### src/rtl/eer_rl_pkg.sv
// eer_rl_pkg: packet types, phase encoding and default data width shared by the EER-RL node datapath
package eer_rl_pkg;

    localparam int unsigned DEFAULT_WORD_W = 16;

    localparam logic [2:0] PKT_HB    = 3'b000;
    localparam logic [2:0] PKT_CHA   = 3'b001;
    localparam logic [2:0] PKT_SCHED = 3'b100;
    localparam logic [2:0] PKT_DATA  = 3'b101;

    typedef enum logic [1:0] {
        PH_IDLE      = 2'd0,
        PH_SETUP     = 2'd1,
        PH_CLUSTERED = 2'd2,
        PH_COMM      = 2'd3
    } phase_t;

endpackage

### src/rtl/lowe_hyst_cmp.sv
// lowe_hyst_cmp: registered low-energy flag that sets below threshold and clears only above threshold+margin
module lowe_hyst_cmp #(
    parameter int unsigned W = 16
) (
    input  logic         clk,
    input  logic         nrst,
    input  logic [W-1:0] energy,
    input  logic [W-1:0] threshold,
    input  logic [W-1:0] margin,
    output logic         flag
);

    logic [W:0] clear_lvl;
    logic       flag_d;
    logic       flag_q;

    // set below threshold; clear only when the widened clear level did not overflow and is reached
    always_comb begin
        clear_lvl = {1'b0, threshold} + {1'b0, margin};
        flag_d    = (energy < threshold) ? 1'b1 :
                    (!clear_lvl[W] && ({1'b0, energy} >= clear_lvl)) ? 1'b0 : flag_q;
    end

    // flag register
    always_ff @(posedge clk or negedge nrst) begin
        if (!nrst) flag_q <= 1'b0;
        else       flag_q <= flag_d;
    end

    assign flag = flag_q;

endmodule

### src/rtl/node_info_ctrl.sv
// node_info_ctrl: per-node field latches, protocol phase FSM with heartbeat-lock timeout, and CH role control
module node_info_ctrl
    import eer_rl_pkg::*;
#(
    parameter int unsigned       WORD_W     = DEFAULT_WORD_W,
    parameter logic [WORD_W-1:0] NODE_ID    = WORD_W'(12),
    parameter int unsigned       HB_TIMEOUT = 1024,
    parameter logic [WORD_W-1:0] LOWE_HYST  = WORD_W'(16)
) (
    input  logic              clk,
    input  logic              nrst,
    input  logic              en_MNI,
    input  logic [2:0]        fPktType,
    input  logic [WORD_W-1:0] e_max,
    input  logic [WORD_W-1:0] e_min,
    input  logic [WORD_W-1:0] e_threshold,
    input  logic [WORD_W-1:0] energy,
    input  logic [WORD_W-1:0] ch_ID,
    input  logic [WORD_W-1:0] hops,
    input  logic [WORD_W-1:0] timeslot,
    input  logic [WORD_W-1:0] q_in,
    input  logic              q_valid,
    output logic [WORD_W-1:0] myNodeID,
    output logic [WORD_W-1:0] hopsFromSink,
    output logic [WORD_W-1:0] eMax,
    output logic [WORD_W-1:0] eMin,
    output logic [WORD_W-1:0] eThreshold,
    output logic [WORD_W-1:0] chID,
    output logic [WORD_W-1:0] mySlot,
    output logic [WORD_W-1:0] myQValue,
    output logic              role,
    output logic              low_E,
    output logic              hb_locked,
    output logic [1:0]        phase
);

    localparam int unsigned     CNT_W   = (HB_TIMEOUT > 1) ? $clog2(HB_TIMEOUT) : 1;
    localparam logic [CNT_W-1:0] CNT_MAX = CNT_W'(HB_TIMEOUT - 1);

    phase_t            phase_d, phase_q;
    logic [WORD_W-1:0] hops_d, hops_q;
    logic [WORD_W-1:0] emax_d, emax_q;
    logic [WORD_W-1:0] emin_d, emin_q;
    logic [WORD_W-1:0] thr_d, thr_q;
    logic [WORD_W-1:0] ch_d, ch_q;
    logic [WORD_W-1:0] slot_d, slot_q;
    logic [WORD_W-1:0] qval_d, qval_q;
    logic              role_d, role_q;
    logic              locked_d, locked_q;
    logic              lowe_prev_d, lowe_prev_q;
    logic [CNT_W-1:0]  cnt_d, cnt_q;

    logic in_sc;
    logic is_hb;
    logic is_cha;
    logic is_sched;
    logic is_data;
    logic new_round;
    logic hop_better;
    logic accepted;
    logic timeout;
    logic low_e;
    logic low_rise;

    assign in_sc      = (phase_q == PH_SETUP) || (phase_q == PH_CLUSTERED);
    assign is_hb      = en_MNI && (fPktType == PKT_HB);
    assign is_cha     = en_MNI && (fPktType == PKT_CHA);
    assign is_sched   = en_MNI && (fPktType == PKT_SCHED);
    assign is_data    = en_MNI && (fPktType == PKT_DATA);
    assign new_round  = is_hb && !in_sc;
    assign hop_better = is_hb && in_sc && (hops < hops_q);
    assign accepted   = new_round || hop_better || is_sched || (in_sc && (is_cha || is_data));
    assign timeout    = in_sc && !accepted && (cnt_q == CNT_MAX);
    assign low_rise   = low_e && !lowe_prev_q;

    lowe_hyst_cmp #(
        .W(WORD_W)
    ) u_lowe (
        .clk      (clk),
        .nrst     (nrst),
        .energy   (energy),
        .threshold(thr_q),
        .margin   (LOWE_HYST),
        .flag     (low_e)
    );

    // next-state: packet effects, then timeout release, then low-energy role drop (highest priority)
    always_comb begin
        phase_d     = phase_q;
        hops_d      = hops_q;
        emax_d      = emax_q;
        emin_d      = emin_q;
        thr_d       = thr_q;
        ch_d        = ch_q;
        slot_d      = slot_q;
        qval_d      = q_valid ? q_in : qval_q;
        role_d      = role_q;
        locked_d    = locked_q;
        lowe_prev_d = low_e;
        cnt_d       = accepted ? '0 : (in_sc && cnt_q != CNT_MAX) ? cnt_q + 1'b1 : cnt_q;
        if (new_round) begin
            hops_d   = hops;
            emax_d   = e_max;
            emin_d   = e_min;
            thr_d    = e_threshold;
            phase_d  = PH_SETUP;
            locked_d = 1'b1;
        end
        if (hop_better) hops_d = hops;
        if (in_sc && is_cha) begin
            ch_d    = ch_ID;
            role_d  = (ch_ID == NODE_ID);
            phase_d = PH_CLUSTERED;
        end
        if (in_sc && is_data) begin
            phase_d  = PH_COMM;
            locked_d = 1'b0;
        end
        if (is_sched) slot_d = timeslot;
        if (timeout) begin
            phase_d  = PH_IDLE;
            locked_d = 1'b0;
            role_d   = 1'b0;
        end
        if (low_rise && role_q) role_d = 1'b0;
    end

    // state and output registers
    always_ff @(posedge clk or negedge nrst) begin
        if (!nrst) begin
            phase_q     <= PH_IDLE;
            hops_q      <= '0;
            emax_q      <= '0;
            emin_q      <= '0;
            thr_q       <= '0;
            ch_q        <= '0;
            slot_q      <= '0;
            qval_q      <= '0;
            role_q      <= 1'b0;
            locked_q    <= 1'b0;
            lowe_prev_q <= 1'b0;
            cnt_q       <= '0;
        end else begin
            phase_q     <= phase_d;
            hops_q      <= hops_d;
            emax_q      <= emax_d;
            emin_q      <= emin_d;
            thr_q       <= thr_d;
            ch_q        <= ch_d;
            slot_q      <= slot_d;
            qval_q      <= qval_d;
            role_q      <= role_d;
            locked_q    <= locked_d;
            lowe_prev_q <= lowe_prev_d;
            cnt_q       <= cnt_d;
        end
    end

    assign myNodeID     = NODE_ID;
    assign hopsFromSink = hops_q;
    assign eMax         = emax_q;
    assign eMin         = emin_q;
    assign eThreshold   = thr_q;
    assign chID         = ch_q;
    assign mySlot       = slot_q;
    assign myQValue     = qval_q;
    assign role         = role_q;
    assign low_E        = low_e;
    assign hb_locked    = locked_q;
    assign phase        = phase_q;

endmodule

### config.mk
export PLATFORM = sky130hd
export DESIGN_NAME = node_info_ctrl
export DESIGN_NICKNAME = d
export VERILOG_FILES = /design/src/rtl/eer_rl_pkg.sv /design/src/rtl/lowe_hyst_cmp.sv /design/src/rtl/node_info_ctrl.sv
export SDC_FILE = /design/constraint.sdc
export NUM_CORES = 1
export LEC_CHECK = 0
export BUFFER_PORTS_ARGS = -buffer_cell sky130_fd_sc_hd__buf_2
export CORE_ASPECT_RATIO = 0.75
export CORE_MARGIN = 8
export CORE_UTILIZATION = 48
export CTS_CLUSTER_SIZE = 10
export DETAILED_ROUTE_END_ITERATION = 8
export GPL_TIMING_DRIVEN = 0
export PLACE_DENSITY = 0.88
export SYNTH_ARGS = -nofsm -noshare
export SYNTH_HDL_FRONTEND = slang
export SYNTH_SLANG_ARGS = --single-unit
### constraint.sdc
create_clock -name clk -period 2.7 [get_ports clk]
set_clock_uncertainty 0.1 [all_clocks]
set_input_delay 0.27 -clock clk [delete_from_list [all_inputs] [get_ports clk]]
set_output_delay 0.27 -clock clk [all_outputs]
set_load 0.02 [all_outputs]
# Word level (Yosys, flattened, before mapping)
# Cells that the tools add are included.
[word_totals]
ff_bits = 128
latch_bits = 0
ram_bits = 0
romBits = 0
in_bits = 135
output_inout_bits = 133
word_cells = 74
memories = 0
[op_classes]
addsub = 2
mul = 0
div_mod_pow = 0
magnitude_cmp = 3
eq_ne = 8
shifts = 0
mux = 16
bitwise = 0
reduce_logical = 32
[ops]
columns = ["operator", "count"]
rows = [
  ["$lt 16x16->1", 2],
  ["$mux 16", 2],
  ["$mux 10", 2],
  ["$add 16x5->17 const B", 1],
  ["$ge 16x17->1", 1],
  ["$eq 16x4->1 const B", 1],
  ["$logic_and 1x1->1", 16],
  ["$add 10x1->10 const B", 1],
  ["$eq 10x10->1 const B", 1],
  ["$ne 10x10->1 const B", 1],
  ["$mux 1", 8],
  ["$mux 2", 4],
  ["$eq 3x3->1 const B", 2],
  ["$reduce_bool 2->1", 3],
  ["$reduce_bool 3->1", 2],
  ["$logic_or 1x1->1", 5],
  ["$logic_not 1->1", 4],
  ["$reduce_bool 4->1", 1],
  ["$eq 3x1->1 const B", 1],
  ["$logic_not 3->1", 1],
  ["$eq 2x1->1 const B", 1],
  ["$eq 2x2->1 const B", 1],
]

# Longest topological paths before layout
# Gate-level depths: netlist (run 1).
[depth]
word_depth = 12
depth_mapped = 11
mapped_depth_nobuf = 11

# Modules after synthesis
# Synthesis (run 1) repeated with hierarchy kept, for this count alone.
[unflattened]
cells_unflattened = 709
hier_area_um2 = 7131.8
[by_module_without_submodules]
columns = ["module", "n_inst", "cells_per_inst", "area_each_um2"]
rows = [
  ["node_info_ctrl", 1, 499, 5551.6],
  ["lowe_hyst_cmp", 1, 210, 1580.3],
]

# Worst setup path before layout (run 1)
# OpenSTA, ideal clock, no wires.
[synth_timing]
kind = "reg-to-reg"
startpoint = "register thr_q[4], in the netlist eThreshold[4]"
endpoint = "register u_lowe.flag_q, in the netlist u_lowe.flag"
setup_time_ns = 0.131
arrival_time_ns = 2.240
slack_ns = 0.229
stages_incl_launch_ff = 11
n_path_buf = 0
path_cell_list = "dfrtp_1 > ha_1 > and2_1 > nand4_1 > xnor2_1 > ha_1 > and4_1 > nand2_1 > o311a_1 > a32oi_1 > nand2_1"
[synth_between]
elab_chain_cells = 4
word_cells_on_any_way = 7
classes_between = "1 x add/sub; 2 x order compare; 1 x mux; 3 x reduce/logical"
[synth_rtl]
columns = ["item", "line", "rtl"]
rows = [
  ["start, declared", "node_info_ctrl.sv:44", "logic [WORD_W-1:0] thr_d, thr_q;"],
  ["start signal, assigned", "node_info_ctrl.sv:148", "thr_q <= thr_d;"],
  ["$add 16x5->17", "lowe_hyst_cmp.sv:19", "clear_lvl = {1'b0, threshold} + {1'b0, margin};"],
  ["$ge 16x17->1 or $logic_not 1->1 (tied branches)", "lowe_hyst_cmp.sv:21", "(!clear_lvl[W] && ({1'b0, energy} >= clear_lvl)) ? 1'b0 : flag_q;"],
  ["$logic_and 1x1->1", "lowe_hyst_cmp.sv:21", ""],
  ["$reduce_bool 2->1 (no source line)", "n/a", ""],
  ["end signal, assigned", "lowe_hyst_cmp.sv:27", "else flag_q <= flag_d;"],
  ["end, declared", "lowe_hyst_cmp.sv:15", "logic flag_q;"],
]
# Parallel ways exist; a longest one is shown, timed or not.
# A chain may end at the register's enable or synchronous reset.

# Worst setup path in the final report (run 1)
[layout_timing]
startpoint = "register thr_q[7], in the netlist eThreshold[7]"
endpoint = "register u_lowe.flag_q, in the netlist u_lowe.flag"
# Same word-level chain as after synthesis.

==> metrics.yaml, run 1 <==
status: "finished clean"
synthArstFlopShare: 1.00
synth_area_mm2: 0.00636
area_delta_synth_final_pct: 45.0
antenna_found_initial: 1
synth_most_common_cell: "dfrtp_1"
routedWlPerCell_um: 18.5
core_area_mm2: 0.0130
grt_pass1_wl_mm: 29.7
crit_chain: "and3_1 > and2_2 > nand4_1 > xnor2_1 > ha_1 > and4_1 > nand2_1 > o311a_1 > a32oi_2 > nand2_1"
grt_max_degree: 75
holdPathStages: 2
die_area_mm2: 0.0172
ys.warnings.count: 0
max_stage_delay_ns: 0.42
path_clk_slew_ns: 0.06
crit_top_cell: "nand2_1"
routabilityCongestion: 0.837
ys_seq_elements: 128
routed_wl_mm: 19.3
crit_type: "reg2reg"
synth_cells: 508
cts_root_buffer: "clkbuf_16"
critPathSlowestCell: "dfrtp_1"
arrival_ns: 2.78
finalSetupViolations: 0
endpoint_kind: "flip-flop"
start_kind: "flip-flop"
clock_sink_count: 128
r2r_cells: 10
crit_family: "simple AND/OR/NAND/NOR gates"
drv_cap: 0
chipWidth_um: 149
ioPinCount: 268
nFillCells: 880
vias: 5301
synth_ff_type: "dfrtp_1"
max_slew_margin: 0.186
drive_gt1_frac: 0.505
worst-path-buf-inv: 0
overflow: 0
required_ns: 2.87
fin_util: 0.711
avgSynthCellArea_um2: 12.5
dr.pass1.iters: 5
chipHeight_um: 116
tightest_slew_ns: 1.21
yosys-top-cells-area: "dfrtp_1, mux2_2, ha_1"
period_needed_ns: 2.62
power_mw: 9.79
drtAntennaViolNets: 0
final_hold_viol_count: 0
cp_num_cells: 10
cts_tree: "done"
insertion_delay_ns: 0.40
powerDensity_mw_per_mm2: 1060
io_buffers: 248
ys_types: 49
hold_path.class: "in2reg"
critPathMaxFanout: 5
synth_edf_count: 0
synth_common_cells: "dfrtp_1, mux2_2, ha_1, inv_1, nand2_1"
synth.top_cell.area_share: 0.503
finalCritPeriodShare: 0.970
ir_drop_mv: 0.761
fp-row-count: 36
drc: 0
htreeDepth: 4
reg2reg_slack_ns: 0.08
synth_top_cell_by_area: "dfrtp_1"
p_leak_nw: 4.65
clock.fmax_mhz: 382
routed_via_density: 5.10
slew_violations: 0
grt_usage: 0.219
drt_iter0_markers: 270
start_util: 0.490
grt_pass1_vias: 5765
final_nets: 1036
cts_buffers: 17
dp_hpwl_mm: 13.6
synth_seq_area_share: 0.503
clk_path_buf_depth: 2
-- sequential cells by signal, summed over array words and instances, names as in the netlist --
name	flops
cnt_q	10
role	1
myQValue	16
eThreshold	16
lowe_prev_q	1
eMin	16
hb_locked	1
eMax	16
u_lowe.flag	1
hopsFromSink	16
chID	16
mySlot	16
phase	2
-- layout make-up --
class / count / area (µm²) / share of cell area
multi-input combinational: 330 / 2920 / 0.317
inverter: 33 / 124 / 0.0134
clock buffer: 18 / 439 / 0.0476
clock inverter: 13 / 188 / 0.0203
tap: 171 / 214 / 0.0232
antenna: 1 / 2.50 / 0.000271
timing repair buffer: 315 / 1920 / 0.208
sequential: 128 / 3210 / 0.348
buffer: 31 / 205 / 0.0222
-- power breakdown --
| part | total (mW) | switching (mW) | internal, mW |
|---|---|---|---|
| Clock | 2.44 | 0.870 | 1.57 |
| Sequential | 3.19 | 0.530 | 2.67 |
| Combinational | 4.15 | 2.34 | 1.81 |
-- kinds of logic after synthesis --
family                     Yosys count  synth area share
DFF                                128             0.503
muxes                              113             0.206
and+or+nand+nor                     91            0.0757
buffers and inverters               64            0.0517
AOI/OAI and AO/OA                   47            0.0488
adders and majority gates           45            0.0885
xor gates and xnor gates            18            0.0248
other                                2           0.00118
-- placed cells by master, fill, tap and decap left out, types with 4 or more instances in the layout --
cell type,n
nand4_1,10
mux2_2,103
xnor2_1,11
o21ai_0,8
buf_2,255
nor2_1,15
nor2b_1,5
clkbuf_16,17
inv_1,33
nand3_1,12
nand2_1,18
dfrtp_1,125
buf_4,22
mux2_4,10
ha_1,44
dlygate4sd3_1,61
bufinv_16,4
conb_1,16
a21oi_1,17
xor2_1,7
nor3_1,7
-- stage by stage --
| step | TNS (ns) | cells | hold WS (ns) | instance area, µm² | worst slack (ns) |
|---|---|---|---|---|---|
| 3_3_place_gp | -51.37 | 941 | 0.346 | 7870 | -0.414 |
| 6_report | 0 | 1040 | 0.0129 | 9220 | 0.0814 |
| 4_1_cts | 0 | 1029 | 0.000458 | 9090 | 0.00271 |
| 3_5_place_dp | -0.0677 | 942 | 0.160 | 7900 | -0.0677 |
| 2_1_floorplan | 0 | 522 | -0.126 | 6410 | 0.229 |
| 5_1_grt | -0.0252 | 1040 | 0.000193 | 9220 | -0.0252 |
-- repair_timing --
action,in CTS,in global routing
hold endpoints to repair,109,5
hold buffers,56,5
buffers inserted,0,5
gates resized for setup,2,9
endpoints found under the setup margin,1,1
-- path summary, 6_finish.rpt --
path                                from            end
max                        eThreshold[7]    u_lowe.flag
min                            e_min[15]       eMin[15]
max reg2reg                eThreshold[7]    u_lowe.flag
min reg2reg                  u_lowe.flag    lowe_prev_q
max in group asynchronous           nrst       cnt_q[3]
min in group asynchronous           nrst  eThreshold[2]
-- layer usage --
metal / part of all wire / GRT usage / up-vias
met5: 0 / 0 / -
met4: 0.014 / 0.0604 / 0
met3: 0.098 / 0.0921 / 23
met2: 0.50 / 0.378 / 251
met1: 0.39 / 0.244 / 2551
li1: - / - / 2476
Note: power is estimated with default switching activity, not from simulation.
==> run 2: changes to the inputs <==
Settings changed: CORE_UTILIZATION 48 to 50, CTS_BUF_LIST from default to sky130_fd_sc_hd__clkbuf_8, PLACE_DENSITY 0.88 to 0.91.
==> metrics.yaml, run 2 (synthesized netlist as in run 1, its figures left out) <==
clk_path_buf_depth: 2
max_slew_margin: 0.287
path_clk_slew_ns: 0.08
dp_hpwl_mm: 13.4
die_area_mm2: 0.0166
area_delta_synth_final_pct: 48.7
worst-path-buf-inv: 0
p_leak_nw: 4.73
routed_via_density: 5.20
routabilityCongestion: 0.828
max_stage_delay_ns: 0.43
cts_root_buffer: "clkbuf_8"
routed_wl_mm: 21.3
clock.fmax_mhz: 379
dp_cells: 937
start_util: 0.515
vias: 5664
antenna_found_initial: 3
drtAntennaViolNets: 0
clock_sink_count: 128
crit_chain: "and3_4 > and2_4 > nand4_1 > xnor2_1 > ha_1 > and4_1 > nand2_1 > o311a_1 > a32oi_2 > nand2_1"
placed_cell_area_mm2: 0.00790
chipWidth_um: 146
power_mw: 8.99
layout_common_cells: "buf_2, dfrtp_1, dlygate4sd3_1"
drive_gt1_frac: 0.479
powerDensity_mw_per_mm2: 951
drt_iter0_markers: 257
critPathSlowestCell: "dfrtp_1"
start_kind: "flip-flop"
overflow: 0
drv_cap: 0
crit_family: "simple AND/OR/NAND/NOR gates"
dr.pass1.iters: 4
routedWlPerCell_um: 19.5
fin_cells: 1090
grt_pass1_wl_mm: 33.3
tightest_slew_ns: 1.06
required_ns: 2.91
finalCritPeriodShare: 0.977
critPathMaxFanout: 5
arrival_ns: 2.84
crit_type: "reg2reg"
ir_drop_mv: 0.671
hold_path.class: "in2reg"
grt_usage: 0.252
design_area_mm2: 0.00946
final_hold_viol_count: 0
fp-row-count: 35
chipHeight_um: 114
core_area_mm2: 0.0123
status: "finished clean"
finalSetupViolations: 0
mostFrequentLayoutCell: "buf_2"
htreeDepth: 4
final_nets: 1089
insertion_delay_ns: 0.44
grt_max_degree: 69
grt_pass1_vias: 6237
io_buffers: 248
cts_buffers: 17
drc: 0
cts_tree: "done"
crit_top_cell: "nand2_1"
period_needed_ns: 2.64
ioPinCount: 268
endpoint_kind: "flip-flop"
slew_violations: 0
[run 2: cell count changes in the layout (fill, tap and decap cells not counted), sizes merged]
cell         change
dlygate4sd3     +51
bufinv           -4
clkinvlp         +3
buf              +2
clkinv           +2
diode            +2
clkbuf           -1
[run 2: layout make-up]
| type | instances | area (µm²) |
|---|---|---|
| fill | 736 | 2890 |
| sequential | 128 | 3210 |
| antenna | 3 | 7.51 |
| timing repair buffer | 368 | 2450 |
| buffer | 31 | 205 |
| tap | 166 | 208 |
| clock buffer | 17 | 234 |
| clock inverter | 14 | 96.3 |
| inverter | 33 | 124 |
| multi-input combinational | 330 | 2930 |
[run 2: metal layers]
layer  part of all wire  vias to the layer above  wire (µm)  global-route usage
met5                  0                        -          0                   0
met4              0.040                        0        851               0.127
met3              0.077                       68       1630              0.0799
met2               0.51                      284      10800               0.438
met1               0.38                     2739       8030               0.276
li1                   -                     2573          -                   -
[run 2: repair_timing]
item | 4_1_cts | 5_1_grt
resized for setup | 2 | 11
hold endpoints to repair | 171 | 0
endpoints found under the setup margin | 1 | 1
setup buffers | 0 | 7
hold buffers | 112 | 0
[run 2: per-stage QoR]
stage	setup TNS [ns]	util	hold WS, ns	setup WS, ns
CTS	0	0.757	0.00872	0.00705
global route	-0.0638	0.766	0.00263	-0.0638
finish	0	0.766	0.0248	0.0628
floorplan	0	-	-0.126	0.229
detailed placement	-0.0273	0.640	0.174	-0.0273
global placement	-51.37	0.637	0.340	-0.410
[run 2: path summary, 6_finish.rpt]
| path | end | slack (ns) | start | cells after the start |
|---|---|---|---|---|
| setup / recovery | u_lowe.flag | 0.06 | eThreshold[7] | 10 |
| hold / removal | hopsFromSink[1] | 0.02 | hops[1] | 2 |
| setup reg to reg | u_lowe.flag | 0.06 | eThreshold[7] | 10 |
| hold reg to reg | lowe_prev_q | 0.37 | u_lowe.flag | 0 |
| max in group asynchronous | eThreshold[5] | 1.49 | nrst | 3 |
| min in group asynchronous | hopsFromSink[9] | 0.26 | nrst | 2 |
[run 2: report_power, final]
part | total, mW | switching [mW] | internal (mW)
clock network | 1.43 | 0.805 | 0.622
logic | 4.32 | 2.43 | 1.89
registers | 3.24 | 0.582 | 2.66
==> run 3: changes to the inputs <==
Settings changed: CAP_MARGIN from default to 10, HOLD_SLACK_MARGIN from default to 0.03.
==> metrics.yaml, run 3 (synthesized netlist as in run 1, its figures left out) <==
status: "finished clean"
power.share.switching: 0.425
chipWidth_um: 146
start_kind: "flip-flop"
cts_buffers: 17
nFillCells: 736
io_buffers: 248
vias: 5694
tightest_slew_ns: 1.07
p_leak_nw: 4.73
critPathMaxFanout: 5
rr_startpoint: "eThreshold[7]"
clock.fmax_mhz: 377
ioPinCount: 268
grt_max_degree: 69
slew_violations: 0
fp-row-count: 35
design_area_mm2: 0.00947
chipHeight_um: 114
regArea_mm2: 0.00321
mostFrequentLayoutCell: "buf_2"
power_frac_clock: 0.159
area_delta_synth_final_pct: 48.9
period_needed_ns: 2.65
drive_gt1_frac: 0.478
clock_sink_count: 128
cts_root_buffer: "clkbuf_8"
clk_path_buf_depth: 2
crit_type: "reg2reg"
max_slew_margin: 0.283
fin_cells: 1092
routedWlPerCell_um: 19.6
arrival_ns: 2.85
dr.pass1.iters: 4
finalCritPeriodShare: 0.982
gr-usage-met3: 0.0799
routed_wl_mm: 21.4
grt_pass1_vias: 6239
final_hold_viol_count: 0
layout_common_cells: "buf_2, dfrtp_1, dlygate4sd3_1"
final_nets: 1090
power_switching_mw: 3.83
cts_tree: "done"
endpoint_kind: "flip-flop"
die_area_mm2: 0.0166
finalSetupViolations: 0
power_mw: 9.00
pwr-share-seq: 0.360
grt_usage: 0.253
critPathCapture: "u_lowe.flag"
dp_cells: 937
powerDensity_mw_per_mm2: 951
met2_usage: 0.436
p_int_mw: 5.18
grt_pass1_wl_mm: 33.3
drc: 0
routabilityCongestion: 0.828
placed_cell_area_mm2: 0.00790
p_comb_frac: 0.481
overflow: 0
core_area_mm2: 0.0123
start_util: 0.515
crit_start: "eThreshold[7]"
drt_iter0_markers: 261
worstReg2RegEnd: "u_lowe.flag"
ir_drop_mv: 0.672
drv_cap: 0
htreeDepth: 4
dp_hpwl_mm: 13.4
antenna_found_initial: 4
insertion_delay_ns: 0.44
gr-max-usage-layer: "met2"
grt_use_met1: 0.277
path_clk_slew_ns: 0.09
hold_path.class: "in2reg"
multiInputGateArea_mm2: 0.00293
required_ns: 2.90
reg2reg_slack_ns: 0.05
r2r_cells: 10
drtAntennaViolNets: 0
routed_via_density: 5.21
-- run 3: changes by cell type in the layout (fill, tap and decap cells not counted), sizes merged --
cell | previous run | this run
diode | 3 | 4
dlygate4sd3 | 112 | 113
-- run 3: through the flow --
stage	setup TNS, ns	hold WS, ns	setup WS, ns	util
2_1_floorplan	0	-0.126	0.229	-
3_3_place_gp	-51.37	0.340	-0.410	0.637
3_5_place_dp	-0.0273	0.174	-0.0273	0.640
4_1_cts	0	0.0342	0.00705	0.758
5_1_grt	-0.0638	0.0566	-0.0638	0.767
6_report	0	0.0585	0.0496	0.767
-- run 3: power by group through the flow --
stage	combinational, mW	clock [mW]	sequential (mW)
after floorplan	1.70	0	4.02
after global placement	3.81	0	3.14
after detailed placement	3.92	0	3.20
after CTS	4.07	1.44	3.17
after global routing	4.67	1.53	3.33
final	4.33	1.43	3.24
-- run 3: layout make-up --
class                      instances  area share
inverter                          33      0.0131
multi-input combinational        330       0.309
timing repair buffer             369       0.260
clock inverter                    14      0.0102
clock buffer                      17      0.0247
buffer                            31      0.0217
sequential                       128       0.339
antenna                            4     0.00106
tap                              166      0.0219
-- run 3: how the worst min path moves through the flow --
| stage | from | to | slack [ns] | cells past startpoint |
|---|---|---|---|---|
| after floorplan | nrst | chID[0] | -0.13 | 0 |
| after global placement | u_lowe.flag | lowe_prev_q | 0.34 | 0 |
| after detailed placement | nrst | hopsFromSink[5] | 0.17 | 1 |
| after CTS | fPktType[1] | phase[0] | 0.03 | 4 |
| after global routing | fPktType[1] | phase[0] | 0.06 | 4 |
| final | fPktType[1] | phase[0] | 0.06 | 4 |
-- run 3: worst max-delay path, cell delays in order, from the launching register on --
cell	delay, ns
dfrtp_1	0.43
and3_4	0.23
and2_4	0.18
nand4_1	0.14
xnor2_1	0.16
ha_1	0.29
and4_1	0.24
nand2_1	0.08
o311a_1	0.37
a32oi_2	0.20
nand2_1	0.08
-- run 3: what timing repair did --
| action | 4_1_cts | 5_1_grt |
|---|---|---|
| gates cloned | 0 | 0 |
| buffers inserted | 0 | 7 |
| gates resized for setup | 2 | 11 |
| hold buffers | 113 | 0 |
| setup endpoints to repair | 1 | 1 |
| hold endpoints to repair | 172 | 0 |
-- run 3: metal layers --
layer	share of wire	wire (µm)	up-vias
li1	-	-	2578
met1	0.38	8120	2754
met2	0.51	10800	292
met4	0.040	850	0
met5	0	0	-
met3	0.077	1640	70
